## config.mk

```make
export PLATFORM = sky130hd
export DESIGN_NAME = producer_arbiter
export DESIGN_NICKNAME = d
export VERILOG_FILES = /design/src/rtl/producer_arbiter.sv
export SDC_FILE = /design/constraint.sdc
export NUM_CORES = 1
export LEC_CHECK = 0
export ABC_AREA = 1
export CAP_MARGIN = 20
export CORE_UTILIZATION = 39
export DETAILED_ROUTE_END_ITERATION = 10
export PLACE_DENSITY = 0.81
export REMOVE_ABC_BUFFERS = 1
export SLEW_MARGIN = 20
export SYNTH_ARGS = -nofsm -noshare
export SYNTH_HDL_FRONTEND = slang
export SYNTH_SLANG_ARGS = --single-unit
```

## constraint.sdc

```tcl
create_clock -name clk -period 1.9 [get_ports clk]
set_input_delay 0.38 -clock clk [delete_from_list [all_inputs] [get_ports clk]]
set_output_delay 0.38 -clock clk [all_outputs]
set_load 0.01 [all_outputs]
```

## src/rtl/producer_arbiter.sv

```systemverilog
// Round-robin arbiter: merges NUM_REQ valid/ready producers onto one registered consumer channel.
// Optional burst hold (up to MAX_BURST beats per grant) is built when PRODUCER_ARBITER_BURST_HOLD_EN is defined.
module producer_arbiter #(
  parameter int NUM_REQ   = 4,
  parameter int DATA_W    = 8,
  parameter int MAX_BURST = 4
) (
  input  logic                       clk,
  input  logic                       rst_n,
  input  logic [NUM_REQ-1:0]         req_valid,
  input  logic [NUM_REQ*DATA_W-1:0]  req_data,
  output logic [NUM_REQ-1:0]         req_ready,
  output logic [DATA_W-1:0]          data_out,
  output logic                       data_valid,
  input  logic                       data_ready,
  output logic [$clog2(NUM_REQ)-1:0] data_src,
  output logic                       busy
);
  localparam int IW = $clog2(NUM_REQ);

  if (NUM_REQ < 2 || NUM_REQ > 8 || MAX_BURST < 1 || MAX_BURST > 15) begin : g_bad_param
    $error("producer_arbiter: parameter out of range");
  end

  function automatic logic [IW-1:0] f_inc(input logic [IW-1:0] idx);
    return (idx == IW'(NUM_REQ - 1)) ? '0 : idx + 1'b1;
  endfunction

  // Returns {found, index} of the first valid requester at or after base, wrapping.
  function automatic logic [IW:0] f_pick(input logic [NUM_REQ-1:0] vld,
                                         input logic [IW-1:0]      base);
    logic [IW:0] res;
    int          idx;
    res = '0;
    for (int k = NUM_REQ - 1; k >= 0; k--) begin
      idx = int'(base) + k;
      if (idx >= NUM_REQ) idx = idx - NUM_REQ;
      if (vld[IW'(idx)]) res = {1'b1, IW'(idx)};
    end
    return res;
  endfunction

  logic [DATA_W-1:0] r_data;
  logic              r_valid;
  logic [IW-1:0]     r_src;
  logic [IW-1:0]     r_ptr;
  logic [IW-1:0]     w_ptr_nx;
  logic              w_load;
  logic              w_xfer;
  logic              w_gnt_vld;
  logic [IW-1:0]     w_gnt;
  logic [IW:0]       w_pick;
  logic [DATA_W-1:0] w_beat;

  assign w_load = !r_valid || data_ready;
  assign w_xfer = w_load && w_gnt_vld;
  assign w_beat = req_data[int'(w_gnt)*DATA_W +: DATA_W];

`ifdef PRODUCER_ARBITER_BURST_HOLD_EN
  typedef enum logic {S_IDLE, S_HOLD} state_t;

  state_t        r_state;
  state_t        w_state_nx;
  logic [IW-1:0] r_owner;
  logic [IW-1:0] w_owner_nx;
  logic [3:0]    r_cnt;
  logic [3:0]    w_cnt_nx;
  logic          w_owner_hit;
  logic [IW-1:0] w_base;

  // A dropped owner re-arbitrates from owner+1 in the same cycle, so no bubble.
  assign w_owner_hit = (r_state == S_HOLD) && req_valid[r_owner];
  assign w_base      = (r_state == S_HOLD) ? f_inc(r_owner) : r_ptr;
  assign w_pick      = f_pick(req_valid, w_base);
  assign w_gnt_vld   = w_owner_hit || w_pick[IW];
  assign w_gnt       = w_owner_hit ? r_owner : w_pick[IW-1:0];
  assign busy        = (r_state == S_HOLD);

  always_comb begin
    w_state_nx = r_state;
    w_owner_nx = r_owner;
    w_cnt_nx   = r_cnt;
    w_ptr_nx   = r_ptr;
    if (w_load) begin
      if (w_owner_hit) begin
        if (r_cnt + 4'd1 == 4'(MAX_BURST)) begin
          w_state_nx = S_IDLE;
          w_cnt_nx   = '0;
          w_ptr_nx   = f_inc(r_owner);
        end else begin
          w_cnt_nx = r_cnt + 4'd1;
        end
      end else begin
        if (r_state == S_HOLD) begin
          w_state_nx = S_IDLE;
          w_cnt_nx   = '0;
          w_ptr_nx   = f_inc(r_owner);
        end
        if (w_xfer) begin
          if (MAX_BURST == 1) begin
            w_ptr_nx = f_inc(w_gnt);
          end else begin
            w_state_nx = S_HOLD;
            w_owner_nx = w_gnt;
            w_cnt_nx   = 4'd1;
          end
        end
      end
    end
  end

  always_ff @(posedge clk or negedge rst_n) begin
    if (!rst_n) begin
      r_state <= S_IDLE;
      r_owner <= '0;
      r_cnt   <= '0;
    end else begin
      r_state <= w_state_nx;
      r_owner <= w_owner_nx;
      r_cnt   <= w_cnt_nx;
    end
  end
`else
  assign w_pick    = f_pick(req_valid, r_ptr);
  assign w_gnt_vld = w_pick[IW];
  assign w_gnt     = w_pick[IW-1:0];
  assign w_ptr_nx  = w_xfer ? f_inc(w_gnt) : r_ptr;
  assign busy      = 1'b0;
`endif

  always_comb begin
    req_ready = '0;
    if (w_xfer && rst_n) req_ready[w_gnt] = 1'b1;
  end

  always_ff @(posedge clk or negedge rst_n) begin
    if (!rst_n) begin
      r_data  <= '0;
      r_valid <= 1'b0;
      r_src   <= '0;
      r_ptr   <= '0;
    end else begin
      r_ptr <= w_ptr_nx;
      if (w_load) begin
        r_valid <= w_xfer;
        if (w_xfer) begin
          r_data <= w_beat;
          r_src  <= w_gnt;
        end
      end
    end
  end

  assign data_out   = r_data;
  assign data_valid = r_valid;
  assign data_src   = r_src;
endmodule

```

Word level (Yosys, flattened, before mapping)
Index checks and enable logic that the tools add are counted.

RAM bits: 0. Memory bits (read-only): 0. Bits of input ports: 39. Register bits: 13. Logic and storage cells: 54. Memories kept: 0. Bits in latches: 0. Output and inout bits: 16.

Eq/ne operators: 1. $lt $le $gt $ge: 10. Divide/modulo/power cells: 0. $mul: 0. Reduce and logical (&&, ||, !) cells: 6. Multiplexer cells: 24. Bitwise logic cells: 0. $add $sub $neg: 8. Shift-type cells: 1.

Operators by type and width (count): variable part select 32 x 6 -> 8 bit (1); < comparator 2 x 4 -> 1 bit (second input constant) (4); two-way mux 3 bit (4); two-way mux 2 bit (5); >= comparator 3 bit (second input constant) (3); two-way mux 1 bit (9); binary-select mux 1 bit (select 2 bit) (4); subtractor 2 x 1 -> 2 bit (second input constant) (4); adder 2 x 2 -> 3 bit (second input constant) (2); two-way mux 4 bit (1); adder 2 x 1 -> 3 bit (second input constant) (1); >= comparator 2 x 3 -> 1 bit (second input constant) (1); logical AND 1 bit (3); < comparator 2 x 3 -> 1 bit (second input constant) (1); adder 2 x 1 -> 2 bit (second input constant) (1); demux 1 bit (select 2 bit) (1); equality test 2 bit (second input constant) (1); >= comparator 2 x 1 -> 1 bit (second input constant) (1); AND reduction 2 bit (1); zero test 1 bit (1); logical OR 1 bit (1).

Depth between registers and ports, before layout
Gate-level depths: netlist (run 1).

Word-level depth: 15. Depth in mapped cells: 15. Gate-level depth less buffers: 13.

Least setup slack after synthesis (run 1)
Ideal clock, no wire load.

Kind: reg-to-output. Start: register r_ptr[0]. End: output port req_ready[2]. Setup slack: -217 ps. Data arrival time: 1737 ps. Data required time: 1520 ps. Path buffers: 2. Cell stages (with the launch flop): 13. Cell sequence: dfrtp_1 -> buf_6 -> xnor2_1 -> nand2_2 -> nand3_4 -> nand2_4 -> nand2_4 -> nand2_4 -> buf_12 -> inv_2 -> ha_1 -> inv_1 -> nor2_1.

Cells in the longest elaborated chain, start to end: 15. Elaborated cells between the ends (all ways): 39. Classes of those cells: add/sub: 7; order compare: 6; mux: 23; reduce/logical: 3.

RTL lines: from (decl) (RTL line 46) `logic [IW-1:0] r_ptr;`; from (signal assigned) (RTL line 143) `r_ptr <= w_ptr_nx;`; adder 2 x 2 -> 3 bit (RTL line 36) `idx = int'(base) + k;`; >= comparator 3 bit / subtractor 2 x 1 -> 2 bit (equally long branches) (RTL line 37) `if (idx >= NUM_REQ) idx = idx - NUM_REQ;`; two-way mux 2 bit (RTL line 37); binary-select mux 1 bit (select 2 bit) (RTL line 38) `if (vld[IW'(idx)]) res = {1'b1, IW'(idx)};`; two-way mux 1 bit (implied by the code) (2 in a row) (RTL line 38); two-way mux 3 bit (3 in a row) (RTL line 38); two-way mux 3 bit * (RTL line 38); < comparator 2 x 3 -> 1 bit (implied by the code) / >= comparator 2 x 1 -> 1 bit (equally long branches) (RTL line 133) `if (w_xfer && rst_n) req_ready[w_gnt] = 1'b1;`; logical AND 1 bit (implied by the code) (RTL line 133); two-way mux 1 bit (implied by the code) (RTL line 133); demux 1 bit (select 2 bit) (RTL line 133); two-way mux 4 bit * (RTL line 133); to (decl) (RTL line 12) `output logic [NUM_REQ-1:0] req_ready,`.

Every way passes the cells marked *; elsewhere a longest branch is shown, timed or not. The select of a mux whose other input is x is not followed.

Final worst setup path (run 1)
Ends and elaborated chain as after synthesis.

==> results.sh, run 1 <==
export IMPL_syn_area_per_cell_sq_um=6.335
export IMPL_drv_cap=0
export IMPL_syn_to_final_growth_pct=81.78
export IMPL_finish_instance_area_sq_mm=0.002372
export IMPL_p_leak_nw=1.285
export IMPL_die_h_microns=59.85
export IMPL_critPathMaxStageDelay_ns=0.47
export IMPL_path_clk_slew_ns=0.09
export IMPL_synth_cells=206
export IMPL_fin_crit_sh_pct=124.2
export IMPL_whs_ns=0.4488
export IMPL_r2r_slack_ns=-0.19
export IMPL_synthesis_area_sq_mm=0.001305
export IMPL_setup_ws_ns=-0.4591
export IMPL_setup_viol=14
export IMPL_initial_core_util_pct=42.06
export IMPL_drv_slew=0
export IMPL_vias=1549
export IMPL_gr_total_overflow=0
export IMPL_drive_above_1_share_pct=36.65
export IMPL_violations="setup timing"
export IMPL_synth_area_leaders="dfrtp_1, nand2_1, nand3_1"
export IMPL_period_minus_slack_ns=2.359
export IMPL_async_flop_share_pct=100.0
export IMPL_io_pins=55
export IMPL_ys_seq_elements=13
export IMPL_reg2reg_from="r_ptr[0]"
export IMPL_ctsHoldBuffers=0
export IMPL_dieWidth_microns=59.85
export IMPL_dpl_hpwl_mm=2.560
export IMPL_cts_made_buffers=3
export IMPL_ir_worst_vdd_uv=850.6
export IMPL_power_w=0.005085
export IMPL_ant_nets=0
export IMPL_endpoint_kind="primary output"
export IMPL_fp_dieArea_sq_mm=0.003581
export IMPL_worstPathArrival_ns=1.98
export IMPL_synth_top_area_cell="dfrtp_1"
export IMPL_dpl_cell_area_sq_mm=0.001953
export IMPL_grt_pass1_vias=1422
export IMPL_path_max_fanout=6
export IMPL_grt_antenna_before_repair=0
export IMPL_critical_path_startpoint="r_ptr[0]"
export IMPL_yosys_cell_types_count=23
export IMPL_rsz0062_at_grt="yes"
export IMPL_cts_tree="done"
export IMPL_grtUsageMet2_pct=39.52
export IMPL_cts_sinks=13
export IMPL_place_congestion=0.8842
export IMPL_crit_top_cell="nor2_2"
export IMPL_drc=0
export IMPL_post_drt_wl_per_cell_microns=13.31
export IMPL_diodes=0
export IMPL_cp_top_family="simple AND/OR/NAND/NOR gates"
export IMPL_start_kind="flip-flop"
export IMPL_regArea_sq_um=326.6
export IMPL_path_cells="buf_12 > o21ai_4 > nor2_2 > nor2_2 > nand3_4 > nand2_4 > inv_4 > ha_4 > inv_2 > nor2_1 > buf_2"
export IMPL_fin_nets=323
export IMPL_grt_pass1_wl_mm=5.892
export IMPL_hold_viol=0
export IMPL_grt_max_degree=18
export IMPL_first_iter_violations=58
export IMPL_achievable_frequency_ghz=0.4239
export IMPL_grt_util_met1_pct=25.67
export IMPL_grt_usage_pct=21.86
export IMPL_yosys_warnings=0
export IMPL_crit_type="reg -> out"
export IMPL_rows=20
export IMPL_crit_required_ns=1.52
export IMPL_drt_total_wl_mm=4.326
export IMPL_final_cells=325
export IMPL_clockBufferDepth=2
export IMPL_placed_cells=313
export IMPL_clkLatencyLatePin_ns=0.28
export IMPL_busiest_layer="met2"
export IMPL_path_buf_inv=4
export IMPL_avgViaCountPerCell=4.766
export IMPL_multi_input_area_sq_um=973.4
export IMPL_status="finished with violations"
export IMPL_core_area_sq_mm=0.003103
export IMPL_clock_skew_ns=0.006277
export IMPL_global_route_usage_met3_pct=4.762
export IMPL_htreeDepth=1
export IMPL_fillCellCount=231
export IMPL_numPortBuffers=53
export IMPL_final_util_pct=76.45
export IMPL_p_per_area_mw_per_mm2=2144
export IMPL_synth_ff_type="dfrtp_1"
export IMPL_synthTopCellsByCount="nand2_1, inv_1, nand3_1, nand2_2, dfrtp_1"
export IMPL_clock_root_buffer="clkbuf_4"
export IMPL_yosysMostFrequentCell="nand2_1"
export IMPL_synth_edf_count=0
export IMPL_first_pass_iters=7
export IMPL_slowest_stage="dfrtp_2"
export IMPL_ys_seq_area_share_pct=24.93
export IMPL_min_path_type="in -> async"
export IMPL_synth_top_area_share_pct=24.93
-- report_power, final --
part	internal [W]	switching, W	total (W)
combinational	0.00204	0.00232	0.00437
sequential	0.000428	0.000116	0.000544
clock	0.0000781	0.0000937	0.000172
-- registers in the layout, indices dropped and copies added, names as in the netlist --
signal      cells
data_out        8
data_src        2
r_ptr           2
data_valid      1
-- cells in the final DEF, fill, tap and decap left out, drive strengths merged --
cell type	count
clkdlybuf4s50	45
dlymetal6s2s	2
nand3	38
nor2	8
o21bai	1
ha	2
nand2	81
conb	1
nor3	2
xnor2	1
clkinv	1
buf	29
o21ai	6
clkbuf	5
dfrtp	13
dlygate4sd2	2
inv	44
-- routing by layer --
layer | vias up | wire length, microns | share of wire, %
li1 | 763 | - | -
met1 | 729 | 1729 | 40
met2 | 51 | 2345 | 54
met3 | 6 | 186 | 4.3
met4 | 0 | 65 | 1.5
met5 | - | 0 | 0
-- cell families (layout without fill, tap and decap cells) --
kind of cell	after synthesis	after routing	share of synthesized area, %
and+or+nand+nor	129	129	48.99
xor gates and xnor gates	1	1	0.6713
other	1	1	0.2874
adders and majority gates	2	2	1.917
AOI/OAI and AO/OA	7	7	3.451
DFF	13	13	24.93
buffers and inverters	53	128	19.75
-- layout make-up --
type                    count  area share (%)
multi-input cells         140           41.03
clock buffers               3          0.9494
clock inverters             1          0.2110
flip-flops and latches     13           13.77
repair buffers             80           34.65
inverters                  44           7.068
well taps                  44           2.321
-- repair_timing --
action | CTS | global route
resized for setup | 44 | 46
pin swaps | 16 | 21
buffers inserted | 6 | 3
gates cloned | 1 | 2
setup endpoints to repair | 14 | 14
-- final timing paths --
kind / end / cells past startpoint
min: data_out[2] / 2
max in group asynchronous: r_ptr[0] / 2
min in group clk: data_out[1] / 2
min reg2reg: data_out[1] / 2
max: req_ready[2] / 11
max reg2reg: data_out[6] / 14
-- per-stage QoR --
stage | TNS (ns) | worst slack (ns)
floorplan | -2.042 | -0.4276
global placement | -7.541 | -0.8523
detailed placement | -8.093 | -0.8748
CTS | -2.465 | -0.4442
global route | -4.224 | -0.5449
finish | -2.966 | -0.4591
No activity file was read; power rests on OpenSTA's default activity.
==> run 2, diff against run 1 <==
CAP_MARGIN = default   (was 20)
CORE_UTILIZATION = 40   (was 39)
PLACE_DENSITY = 0.8   (was 0.81)
clock period = 3.05 ns   (was 1.9 ns; I/O delays follow)
==> results.sh, run 2 (synthesized netlist as in run 1, its figures left out) <==
export IMPL_gr_total_overflow=0
export IMPL_grt_antenna_before_repair=0
export IMPL_cts_sinks=13
export IMPL_multi_input_area_sq_um=734.5
export IMPL_clockBufferDepth=2
export IMPL_whs_ns=0.4824
export IMPL_p_leak_nw=1.058
export IMPL_ant_nets=0
export IMPL_fin_crit_sh_pct=95.21
export IMPL_cts_tree="done"
export IMPL_core_area_sq_mm=0.003078
export IMPL_die_h_microns=59.12
export IMPL_io_pins=55
export IMPL_final_cells=312
export IMPL_post_drt_wl_per_cell_microns=9.628
export IMPL_drc=0
export IMPL_fp_dieArea_sq_mm=0.003495
export IMPL_mostFrequentLayoutCell="nand2_1"
export IMPL_clkLatencyLatePin_ns=0.28
export IMPL_reg2reg_from="r_ptr[0]"
export IMPL_avgViaCountPerCell=4.449
export IMPL_numPortBuffers=53
export IMPL_p_per_area_mw_per_mm2=1089
export IMPL_worstPathArrival_ns=2.29
export IMPL_post_cts_setup_buffers=0
export IMPL_preCtsSetupSlack_ns=-0.2702
export IMPL_largest_register_ff_count=8
export IMPL_min_path_type="reg -> reg"
export IMPL_crit_required_ns=2.44
export IMPL_rows=20
export IMPL_crit_type="in -> out"
export IMPL_placed_cells=308
export IMPL_grt_pass1_wl_mm=5.126
export IMPL_grt_usage_pct=19.09
export IMPL_ir_worst_vdd_uv=463.9
export IMPL_hold_viol=0
export IMPL_rr_endpoint="data_out[6]"
export IMPL_diodes=0
export IMPL_endpoint_kind="primary output"
export IMPL_tns_ns=0
export IMPL_fin_nets=310
export IMPL_drt_total_wl_mm=3.004
export IMPL_regArea_sq_um=325.3
export IMPL_r2r_slack_ns=1.05
export IMPL_drv_cap=0
export IMPL_status="finished clean"
export IMPL_grt_max_degree=18
export IMPL_path_clk_slew_ns=0.07
export IMPL_setup_ws_ns=0.1461
export IMPL_drv_slew=0
export IMPL_layout_common_cells="nand2_1, clkdlybuf4s50_1, inv_1"
export IMPL_period_minus_slack_ns=2.904
export IMPL_syn_to_final_growth_pct=48.23
export IMPL_htreeDepth=1
export IMPL_power_w=0.002107
export IMPL_achievable_frequency_ghz=0.3444
export IMPL_initial_core_util_pct=42.40
export IMPL_dpl_hpwl_mm=2.428
export IMPL_r2r_worst_path_cells=12
export IMPL_drive_above_1_share_pct=19.78
export IMPL_critical_path_startpoint="req_valid[3]"
export IMPL_ctsHoldBuffers=0
export IMPL_rsz0062_at_grt="no"
export IMPL_start_kind="input port"
export IMPL_place_congestion=0.8363
export IMPL_dieWidth_microns=59.12
export IMPL_clock_root_buffer="clkbuf_4"
export IMPL_path_max_fanout=5
export IMPL_vias=1388
export IMPL_grt_pass1_vias=1301
export IMPL_first_pass_iters=4
export IMPL_crit_end="req_ready[3]"
export IMPL_fillCellCount=299
export IMPL_setup_viol=0
export IMPL_cts_made_buffers=3
export IMPL_clock_skew_ns=0.006436
export IMPL_first_iter_violations=32
## run 2: changes by cell type in the layout (fill, tap and decap cells not counted), moves of 3 or more
cell             previous run  this run
nand2_4                    17         3
buf_6                       5         0
nand3_2                    14         0
nand2_2                    18        21
clkdlybuf4s50_1            45        49
nand2_1                    46        57
nand3_1                    22        36
buf_2                       4         0
## run 2: final cells by class
type                       count  share of cell area (%)
timing repair buffer          67                   32.47
inverter                      44                   8.538
clock buffer                   4                   1.358
tap                           44                   2.846
sequential                    13                   16.82
multi-input combinational    140                   37.97
## run 2: per-layer routing
metal	vias up	routed length, microns	track usage [%]
met5	-	0	0
met4	0	29	4.082
met3	4	168	4.585
met2	43	1494	34.58
met1	602	1312	22.76
li1	739	-	-
## run 2: worst min path at each step
| stage | startpoint | to | slack (ns) | depth (start not counted) |
|---|---|---|---|---|
| final | data_out[2] | data_out[2] | 0.48 | 2 |
| after global routing | data_out[4] | data_out[4] | 0.53 | 2 |
| after CTS | data_out[2] | data_out[2] | 0.49 | 2 |
| after detailed placement | data_out[2] | data_out[2] | 0.47 | 2 |
| after global placement | data_out[2] | data_out[2] | 0.47 | 2 |
| after floorplan | rst_n | data_out[0] | 0.31 | 0 |
## run 2: worst max-delay path: stages
cell and delay [ns]:
clkdlybuf4s50_1 0.49, inv_1 0.07, o21ai_2 0.19, nand3_1 0.10, nand2_1 0.07, nand2_1 0.06
nand2_1 0.05, nand2_1 0.06, nand2_2 0.09, ha_1 0.15, inv_1 0.04, nor2_1 0.08
clkdlybuf4s15_1 0.23
## run 2: power by group
part           total (W)  switching, W  leakage, nW  internal, W
sequential      0.000318     0.0000525        0.156     0.000265
clock           0.000105     0.0000542       0.0150    0.0000508
combinational    0.00168      0.000980        0.887     0.000704
total            0.00211       0.00109         1.06      0.00102
## run 2: metrics by stage
step | area [sq um] | util, %
after floorplan | 1212 | -
after global placement | 1903 | 61.83
after detailed placement | 1903 | 61.83
after CTS | 1931 | 62.72
after global routing | 1934 | 62.85
final | 1934 | 62.85
## run 2: timing repair
item                       in CTS  in global routing
pin swaps                       2                  2
resized for setup               7                  5
setup endpoints to repair       4                  2
